===== config.mk =====
export PLATFORM = sky130hd
export DESIGN_NAME = mem_arbiter
export DESIGN_NICKNAME = d
export VERILOG_FILES = /design/src/rtl/mem_arbiter.sv
export SDC_FILE = /design/constraint.sdc
export NUM_CORES = 1
export LEC_CHECK = 0
export ABC_AREA = 0
export ABC_CLOCK_PERIOD_IN_PS = 5500
export BUFFER_PORTS_ARGS = -buffer_cell sky130_fd_sc_hd__buf_2
export CORE_UTILIZATION = 45
export DETAILED_ROUTE_END_ITERATION = 8
export GPL_TIMING_DRIVEN = 1
export PLACE_DENSITY = 0.76
export SYNTH_ARGS = -nofsm -noshare
export SYNTH_HDL_FRONTEND = slang
export SYNTH_SLANG_ARGS = --single-unit

===== constraint.sdc =====
create_clock -name clk -period 5.5 [get_ports clk]
set_input_delay 0 -clock clk [delete_from_list [all_inputs] [get_ports clk]]
set_output_delay 0 -clock clk [all_outputs]
set_load 0.02 [all_outputs]

===== src/rtl/mem_arbiter.sv =====
// Byte-serial RAM port arbiter shared by instruction fetch and load/store.
// Splits 8/16/32-bit accesses into byte cycles and assembles little-endian read data.
module mem_arbiter #(
  parameter int RAM_ADDR_W = 17,
  parameter bit MEM_FIRST  = 1'b1
) (
  input  logic                  clk,
  input  logic                  rst,
  input  logic                  if_req_i,
  input  logic [31:0]           if_addr_i,
  input  logic                  if_flush_i,
  output logic [31:0]           if_data_o,
  output logic                  if_done_o,
  input  logic                  mem_req_i,
  input  logic                  mem_we_i,
  input  logic [1:0]            mem_len_i,
  input  logic [31:0]           mem_addr_i,
  input  logic [31:0]           mem_wdata_i,
  output logic [31:0]           mem_rdata_o,
  output logic                  mem_done_o,
  output logic [RAM_ADDR_W-1:0] ram_addr_o,
  output logic                  ram_wr_o,
  output logic [7:0]            ram_dout_o,
  input  logic [7:0]            ram_din_i
);

  typedef enum logic [1:0] {IDLE, IF_RD, MEM_RD, MEM_WR} state_t;

  state_t                state_q, state_d;
  logic [2:0]            cnt_q, cnt_d;
  logic [2:0]            nbytes_q, nbytes_d;
  logic [RAM_ADDR_W-1:0] base_q, base_d;
  logic [31:0]           wdata_q, wdata_d;
  logic [31:0]           rbuf_q, rbuf_d;

  logic [RAM_ADDR_W-1:0] ram_addr_d;
  logic                  ram_wr_d;
  logic [7:0]            ram_dout_d;
  logic                  if_done_d, mem_done_d;
  logic [31:0]           if_data_d, mem_rdata_d;

  logic                  done_busy, if_ok, grant_mem, grant_if, abort;
  logic                  rd_last, wr_last, more_bytes;
  logic [RAM_ADDR_W-1:0] next_addr;
  logic [1:0]            rd_idx;

  // Address bits above the RAM width never reach the RAM.
  logic unused_addr_bits;
  assign unused_addr_bits = ^{if_addr_i[31:RAM_ADDR_W], mem_addr_i[31:RAM_ADDR_W]};

  // A requester sees its done pulse one cycle before it can drop req, so no grant then.
  assign done_busy  = if_done_o | mem_done_o;
  assign if_ok      = if_req_i & ~if_flush_i;
  assign grant_mem  = (state_q == IDLE) & ~done_busy & mem_req_i & (MEM_FIRST | ~if_ok);
  assign grant_if   = (state_q == IDLE) & ~done_busy & if_ok & ~grant_mem;
  assign abort      = (state_q == IF_RD) & if_flush_i;

  // cnt_q is the index of the current busy cycle: 1 in c1, N+1 in the last read cycle.
  assign rd_last    = (cnt_q == nbytes_q + 3'd1);
  assign wr_last    = (cnt_q == nbytes_q);
  assign more_bytes = (cnt_q < nbytes_q);
  assign next_addr  = base_q + RAM_ADDR_W'(cnt_q);
  assign rd_idx     = 2'(cnt_q - 3'd2);

  // NOTE: clocked blocks use non-blocking (<=) so every register samples pre-edge values.
  always_ff @(posedge clk) begin
    if (rst) state_q <= IDLE;
    else     state_q <= state_d;
  end

  always_comb begin
    state_d = state_q;
    unique case (state_q)
      IDLE: begin
        if (grant_mem)     state_d = mem_we_i ? MEM_WR : MEM_RD;
        else if (grant_if) state_d = IF_RD;
      end
      IF_RD:   if (abort || rd_last) state_d = IDLE;
      MEM_RD:  if (rd_last)          state_d = IDLE;
      MEM_WR:  if (wr_last)          state_d = IDLE;
      default: state_d = IDLE;
    endcase
  end

  always_comb begin
    // NOTE: every variable driven here gets a default first, so no path can infer a latch.
    cnt_d       = cnt_q;
    nbytes_d    = nbytes_q;
    base_d      = base_q;
    wdata_d     = wdata_q;
    rbuf_d      = rbuf_q;
    ram_addr_d  = ram_addr_o;
    ram_wr_d    = 1'b0;
    ram_dout_d  = ram_dout_o;
    if_done_d   = 1'b0;
    mem_done_d  = 1'b0;
    if_data_d   = if_data_o;
    mem_rdata_d = mem_rdata_o;

    unique case (state_q)
      IDLE: begin
        if (grant_mem) begin
          base_d     = mem_addr_i[RAM_ADDR_W-1:0];
          wdata_d    = mem_wdata_i;
          nbytes_d   = (mem_len_i == 2'b00) ? 3'd1 : (mem_len_i == 2'b01) ? 3'd2 : 3'd4;
          cnt_d      = 3'd1;
          rbuf_d     = '0;
          ram_addr_d = mem_addr_i[RAM_ADDR_W-1:0];
          ram_wr_d   = mem_we_i;
          if (mem_we_i) ram_dout_d = mem_wdata_i[7:0];
        end else if (grant_if) begin
          base_d     = if_addr_i[RAM_ADDR_W-1:0];
          nbytes_d   = 3'd4;
          cnt_d      = 3'd1;
          rbuf_d     = '0;
          ram_addr_d = if_addr_i[RAM_ADDR_W-1:0];
        end
      end
      IF_RD, MEM_RD: begin
        // RAM data lags its address by one cycle, so byte k-1 arrives in cycle c(k+1).
        if (!abort) begin
          cnt_d = cnt_q + 3'd1;
          if (cnt_q >= 3'd2) rbuf_d[{rd_idx, 3'b000} +: 8] = ram_din_i;
          if (more_bytes)    ram_addr_d = next_addr;
          if (rd_last) begin
            if (state_q == IF_RD) begin
              if_done_d = 1'b1;
              if_data_d = rbuf_d;
            end else begin
              mem_done_d  = 1'b1;
              mem_rdata_d = rbuf_d;
            end
          end
        end
      end
      MEM_WR: begin
        cnt_d = cnt_q + 3'd1;
        if (more_bytes) begin
          ram_wr_d   = 1'b1;
          ram_addr_d = next_addr;
          ram_dout_d = wdata_q[{cnt_q[1:0], 3'b000} +: 8];
        end else begin
          mem_done_d = 1'b1;
        end
      end
      default: ;
    endcase
  end

  always_ff @(posedge clk) begin
    if (rst) begin
      cnt_q       <= '0;
      nbytes_q    <= '0;
      base_q      <= '0;
      wdata_q     <= '0;
      rbuf_q      <= '0;
      ram_addr_o  <= '0;
      ram_wr_o    <= 1'b0;
      ram_dout_o  <= '0;
      if_done_o   <= 1'b0;
      mem_done_o  <= 1'b0;
      if_data_o   <= '0;
      mem_rdata_o <= '0;
    end else begin
      cnt_q       <= cnt_d;
      nbytes_q    <= nbytes_d;
      base_q      <= base_d;
      wdata_q     <= wdata_d;
      rbuf_q      <= rbuf_d;
      ram_addr_o  <= ram_addr_d;
      ram_wr_o    <= ram_wr_d;
      ram_dout_o  <= ram_dout_d;
      if_done_o   <= if_done_d;
      mem_done_o  <= mem_done_d;
      if_data_o   <= if_data_d;
      mem_rdata_o <= mem_rdata_d;
    end
  end

endmodule


# Word level (Yosys, flattened, before mapping)
# Cells that the tools add are included.
# word_totals
reg_bits	181
input_bits	112
output_inout_bits	92
elab_cells	106
# op_classes
add_sub_neg	5
magnitude_cmp	2
n_eq_ne	14
shifts	3
n_mux	39
n_bitwise	14
n_reduce_logical	16
# ops
op	n
2-to-1 mux 32 bit	4
2-to-1 mux 17 bit	4
one-hot mux 32 bit (2 select lines)	1
one-hot mux 17 bit (3 select lines)	1
bitwise mux 32 bit	1
variable shift 8 x 7 -> 32 bit (first input constant)	1
variable part select 32 x 6 -> 8 bit	1
variable part select 8 x 7 -> 32 bit	1
2-to-1 mux 8 bit	3
2-to-1 mux 3 bit	7
adder 17 x 3 -> 17 bit	1
one-hot mux 8 bit (2 select lines)	1
AND reduction 4 bit	4
inequality test 2 bit (second input constant)	6
2-to-1 mux 2 bit	5
one-hot mux 3 bit (3 select lines)	1
2-to-1 mux 1 bit	8
one-hot mux 2 bit (4 select lines)	1
negation 5 -> 7 bit	1
NOT 1 bit	7
adder 3 x 1 -> 3 bit (second input constant)	2
AND 1 bit	6
equality test 3 bit	2
AND reduction 2 bit	3
other kinds (15)	21

# Logic depth before layout (Yosys ltp)
# depth
word_depth	9
ltp_mapped	10
depth_no_buf	7

# Least setup slack after synthesis
# Ideal clock, no wire load.
# synth_timing
path_type	reg2reg
start	register cnt_q[1]
end	register if_data_o[22]
setup_ns	0.086
arrival_time_ns	2.518
required_time_ns	5.414
setup_slack_ns	2.897
stages_incl_launch_ff	9
n_path_buf	2
period_less_slack_ns	2.603
path_cell_list	dfxtp_1 buf_2 buf_1 inv_1 ha_1 nor4_1 and3_1 a21oi_1 a211oi_1
# synth_between
elab_chain_cells	5
word_cells_on_any_way	9
cone_classes	add/sub: 2; order compare: 1; eq/ne: 1; shift: 2; mux: 2; reduce/logical: 1
# synth_lines
item	line_no	text
from (decl)	30	logic [2:0] cnt_q, cnt_d;
from (signal assigned)	165	cnt_q <= cnt_d;
subtractor 2 bit	63	assign rd_idx = 2'(cnt_q - 3'd2);
negation 5 -> 7 bit	123	if (cnt_q >= 3'd2) rbuf_d[{rd_idx, 3'b000} +: 8] = ram_din_i;
variable part select 8 x 7 -> 32 bit / variable shift 8 x 7 -> 32 bit (equally long branches)	123	
bitwise mux 32 bit	123	
2-to-1 mux 32 bit	123	
to (signal assigned)	175	if_data_o <= if_data_d;
to (decl)	12	output logic [31:0] if_data_o,
# Several ways; a longest one is shown, not always the timed one.
# A chain may end at the register's enable or synchronous reset.

# Worst setup path in the final report
# layout_timing
start	register cnt_q[0]
end	register mem_rdata_o[27]
# layout_between
elab_chain_cells	5
word_cells_on_any_way	9
cone_classes	add/sub: 2; order compare: 1; eq/ne: 1; shift: 2; mux: 2; reduce/logical: 1
# layout_lines
item	line_no	text
subtractor 2 bit	63	
negation 5 -> 7 bit	123	
variable part select 8 x 7 -> 32 bit / variable shift 8 x 7 -> 32 bit (equally long branches)	123	
bitwise mux 32 bit	123	
2-to-1 mux 32 bit	123	
to (signal assigned)	176	mem_rdata_o <= mem_rdata_d;
to (decl)	19	output logic [31:0] mem_rdata_o,
# Several ways; a longest one is shown, not always the timed one.

==> key figures <==
Outcome
  • Outcome: complete, no violations

Logic synthesis
  • YS warnings: 0
  • Synth Register Bits: 181
  • Mapped Nets: ~1000
  • Synthesized area: roughly 8000 µm²
  • Syn_area_per_cell: approximately 9 µm²
  • Seq/Total Area, Yosys: between 40% and 50%
  • Cell variety after synth: just over 60
  • Async SR Flop Fraction: 0%
  • Top FF cell, synth: dfxtp_1
  • Post-synth EDFFs: 0
  • Post-Syn Instances: between 900 and 1000

CTS
  • CTS H-Tree Depth: 4
  • Clock latency on the worst-skew pair: ~430 ps
  • Post-CTS sizing: 0
  • CTS buffer count: 17
  • CTS tree: built
  • CTS Sinks: around 180
  • Post-CTS Setup Bufs: 0
  • CTS root buf: clkbuf_16
  • Clock slew at reported path FFs: approximately 70 ps
  • Clock Tree Buf Depth: 2

Worst setup path
  • Critical path class: reg -> reg
  • Worst EP required: ~5800 ps
  • Setup slack, reg-to-reg: around 1900 ps
  • Worst-path maximum fanout: 36
  • Arr. time, crit path: 3980 ps
  • Worst setup EP type: flip-flop
  • Startpoint types: flip-flop

Timing
  • RSZ-0062 raised after global routing: false
  • Worst Skew: 9.14 ps
  • Slew HR: between 10% and 20%
  • # setup viols final: 0
  • Fmax: approximately 270 MHz
  • Min Tclk post-route: ~3600 ps
  • Final hold vios: 0
  • Hold WS: roughly 17 ps
  • Max-slew violation count: 0
  • Setup TNS: 0 ps
  • Period utilization: between 60% and 70%
  • Worst slew pin tran: around 1200 ps

Finish
  • Nets: ~1200
  • Layout cells sized above 1: 24.3%
  • Core Util, Final: 57.9%
  • Area growth syn-to-layout: 26.5%
  • Ant diodes: 0

Global route
  • Tot GR Track Use: approximately a quarter
  • Met1 Resource Use GR: a little under a third
  • Initial antenna violation count: 0
  • Largest net degree at the start of global routing: 93
  • Met3 Track Usage GR: approximately 5.4%
  • First-pass GRT wire length: 35.2 mm
  • Total grt overflow: 0
  • Gr busiest metal: met2
  • Vias in the first global route: just over 7000
  • Grt met2 use: 39.3%

Pwr
  • Maximum vdd drop: ~0.25 mV
  • Cell Pwr Density: ~500 nW/µm²
  • Leakage power: ~4.2 nW

Drt
  • Final antenna-violating net count: 0
  • Via count: approximately 7500
  • Pre-antenna DRT Iters: 7
  • DR iter-0 viols: between 600 and 700
  • Drt wl/cell: ~17 µm
  • DRC Markers: 0
  • Detailed-route vias per instance: 5.56
  • Drt total wl: between 20 and 25 mm

Floorplan
  • Initial core utilization: a little under half
  • Die X: 137 µm
  • Rows: 49
  • Die H: between 100 and 150 µm
  • # IOs: just over 200
  • Die area: around 19000 µm²
  • Core area: between 15000 and 20000 µm²

Job
  • Max cap viols: 0

Min path
  • Worst hold path class: in -> reg

Place
  • GPL Wtd Cong: approximately 0.84
  • I/O Buffers: roughly 170
  • Hpwl dp: between 10 and 15 mm
-- cell families (layout without fill, tap and decap cells) --
| logic type | after synthesis | count (layout) | share of synthesized area, % |
|---|---|---|---|
| buffers and inverters | 86 | 299 | 4.90 |
| AO/OA/AOI/OAI | 252 | 252 | 24.0 |
| multiplexers | 26 | 26 | 4.41 |
| adder cells (fa/ha/maj) | 18 | 18 | 2.83 |
| AND/OR/NAND/NOR | 337 | 337 | 18.1 |
| XOR/XNOR | 14 | 14 | 1.67 |
| flip-flops | 181 | 181 | 44.1 |
-- sequential cells by signal (all words and copies together) (netlist names) --
register,flops
if_done_o,1
ram_dout_o,8
if_data_o,32
ram_wr_o,1
nbytes_q,3
base_q,17
mem_done_o,1
rbuf_q,32
ram_addr_o,17
wdata_q,32
mem_rdata_o,32
state_q,2
cnt_q,3
-- repair_timing --
| item | in CTS | in global routing |
|---|---|---|
| setup endpoints to repair | 0 | 0 |
| endpoints found under the hold margin | 63 | 0 |
| hold buffers | 69 | 0 |
-- worst paths after layout --
check | from | end | cells after the start
min reg2reg | ram_addr_o[1] | ram_addr_o[1] | 2
max | cnt_q[0] | mem_rdata_o[27] | 7
max reg2reg | cnt_q[0] | mem_rdata_o[27] | 7
min | mem_addr_i[3] | base_q[3] | 3
-- synth_stat cells (all sizes together), types with 2 or more instances --
| cell | number | area share (%) |
|---|---|---|
| a2111oi | 2 | 0.44 |
| a211oi | 79 | 9.0 |
| a21boi | 2 | 0.32 |
| a21oi | 72 | 4.4 |
| a221oi | 2 | 0.43 |
| a22oi | 21 | 1.9 |
| a2bb2oi | 32 | 3.4 |
| a311oi | 13 | 1.4 |
| a31oi | 3 | 0.23 |
| and2 | 3 | 0.23 |
| and3 | 13 | 0.99 |
| and4 | 6 | 0.64 |
| buf | 38 | 2.7 |
| clkbuf | 34 | 1.6 |
| dfxtp | 181 | 44 |
| ha | 17 | 2.6 |
| inv | 14 | 0.64 |
| mux2 | 2 | 0.27 |
| mux2i | 16 | 1.9 |
| mux4 | 8 | 2.2 |
| nand2 | 134 | 6.1 |
| nand3 | 16 | 0.97 |
| nand3b | 3 | 0.27 |
| nand4 | 5 | 0.38 |
| nor2 | 131 | 6.0 |
| nor2b | 10 | 0.76 |
| nor3 | 5 | 0.37 |
| o211ai | 11 | 1.0 |
| o21ai | 6 | 0.37 |
| o31ai | 3 | 0.46 |
| or3 | 2 | 0.15 |
| xnor2 | 7 | 0.75 |
| xor2 | 6 | 0.64 |
-- final cells by class --
| class | count | area, µm² |
|---|---|---|
| multi-input cells | 647 | 4210 |
| well taps | 229 | 287 |
| clock inverters | 15 | 163 |
| repair buffers | 253 | 1650 |
| flip-flops and latches | 181 | 3620 |
| clock buffers | 17 | 425 |
| fillers | 1571 | 7560 |
| inverters | 14 | 52.6 |
-- per-layer routing --
layer | routed length (µm) | part of all wire (%) | vias to the layer above
li1 | - | - | 3666
met1 | 9710 | 43 | 3545
met2 | 10800 | 48 | 282
met3 | 1380 | 6.1 | 50
met4 | 563 | 2.5 | 0
met5 | 0 | 0 | -
-- where the power goes --
| group | switching [mW] | internal, mW | total [mW] |
|---|---|---|---|
| logic | 1.29 | 0.808 | 2.10 |
| clock network | 0.574 | 0.647 | 1.22 |
| registers | 0.202 | 1.58 | 1.79 |
| total | 2.07 | 3.04 | 5.11 |
-- metrics by stage --
| stage | total power, mW | worst slack (ps) | instances | cell area, µm² |
|---|---|---|---|---|
| after floorplan | 3.28 | 2900 | 914 | 8220 |
| after detailed placement | 3.80 | 1760 | 1255 | 9130 |
| after CTS | 5.11 | 1720 | 1356 | 10400 |
| after global placement | 3.75 | 1940 | 1255 | 9130 |
| after global routing | 5.43 | 1480 | 1356 | 10400 |
| final | 5.11 | 1860 | 1356 | 10400 |
-- placed cells by master, fill, tap and decap left out, types with 2 or more instances in the layout --
master and n:
nand3b_1 3, inv_1 13, nand2_1 134, o31ai_2 3, dfxtp_1 181, a211oi_2 30, inv_6 6, dlygate4sd3_1 69
nor3_1 4, a311oi_1 13, and3_1 12, a22oi_1 21, and4_1 6, nand4_1 5, a211oi_1 49, or3_1 2
and2_1 3, inv_8 3, xor2_1 6, buf_2 172, clkbuf_16 17, nor2b_1 10, mux2i_1 16, clkinv_4 2
ha_1 17, buf_4 11, mux4_2 8, nor2_1 131, a21oi_1 71, o21ai_0 4, mux2_2 2, o211ai_1 11
a31oi_1 3, xnor2_1 7, nand3_1 16, a2bb2oi_1 32
-- worst max-delay path, cell delays in order, from the launching register on --
cell and delay (ps):
dfxtp_1 1010, inv_1 380, ha_1 420, nor3_2 260
and3b_2 670, buf_4 490, nor2_1 80, a211oi_1 230
Note: power is estimated with default switching activity, not from simulation.
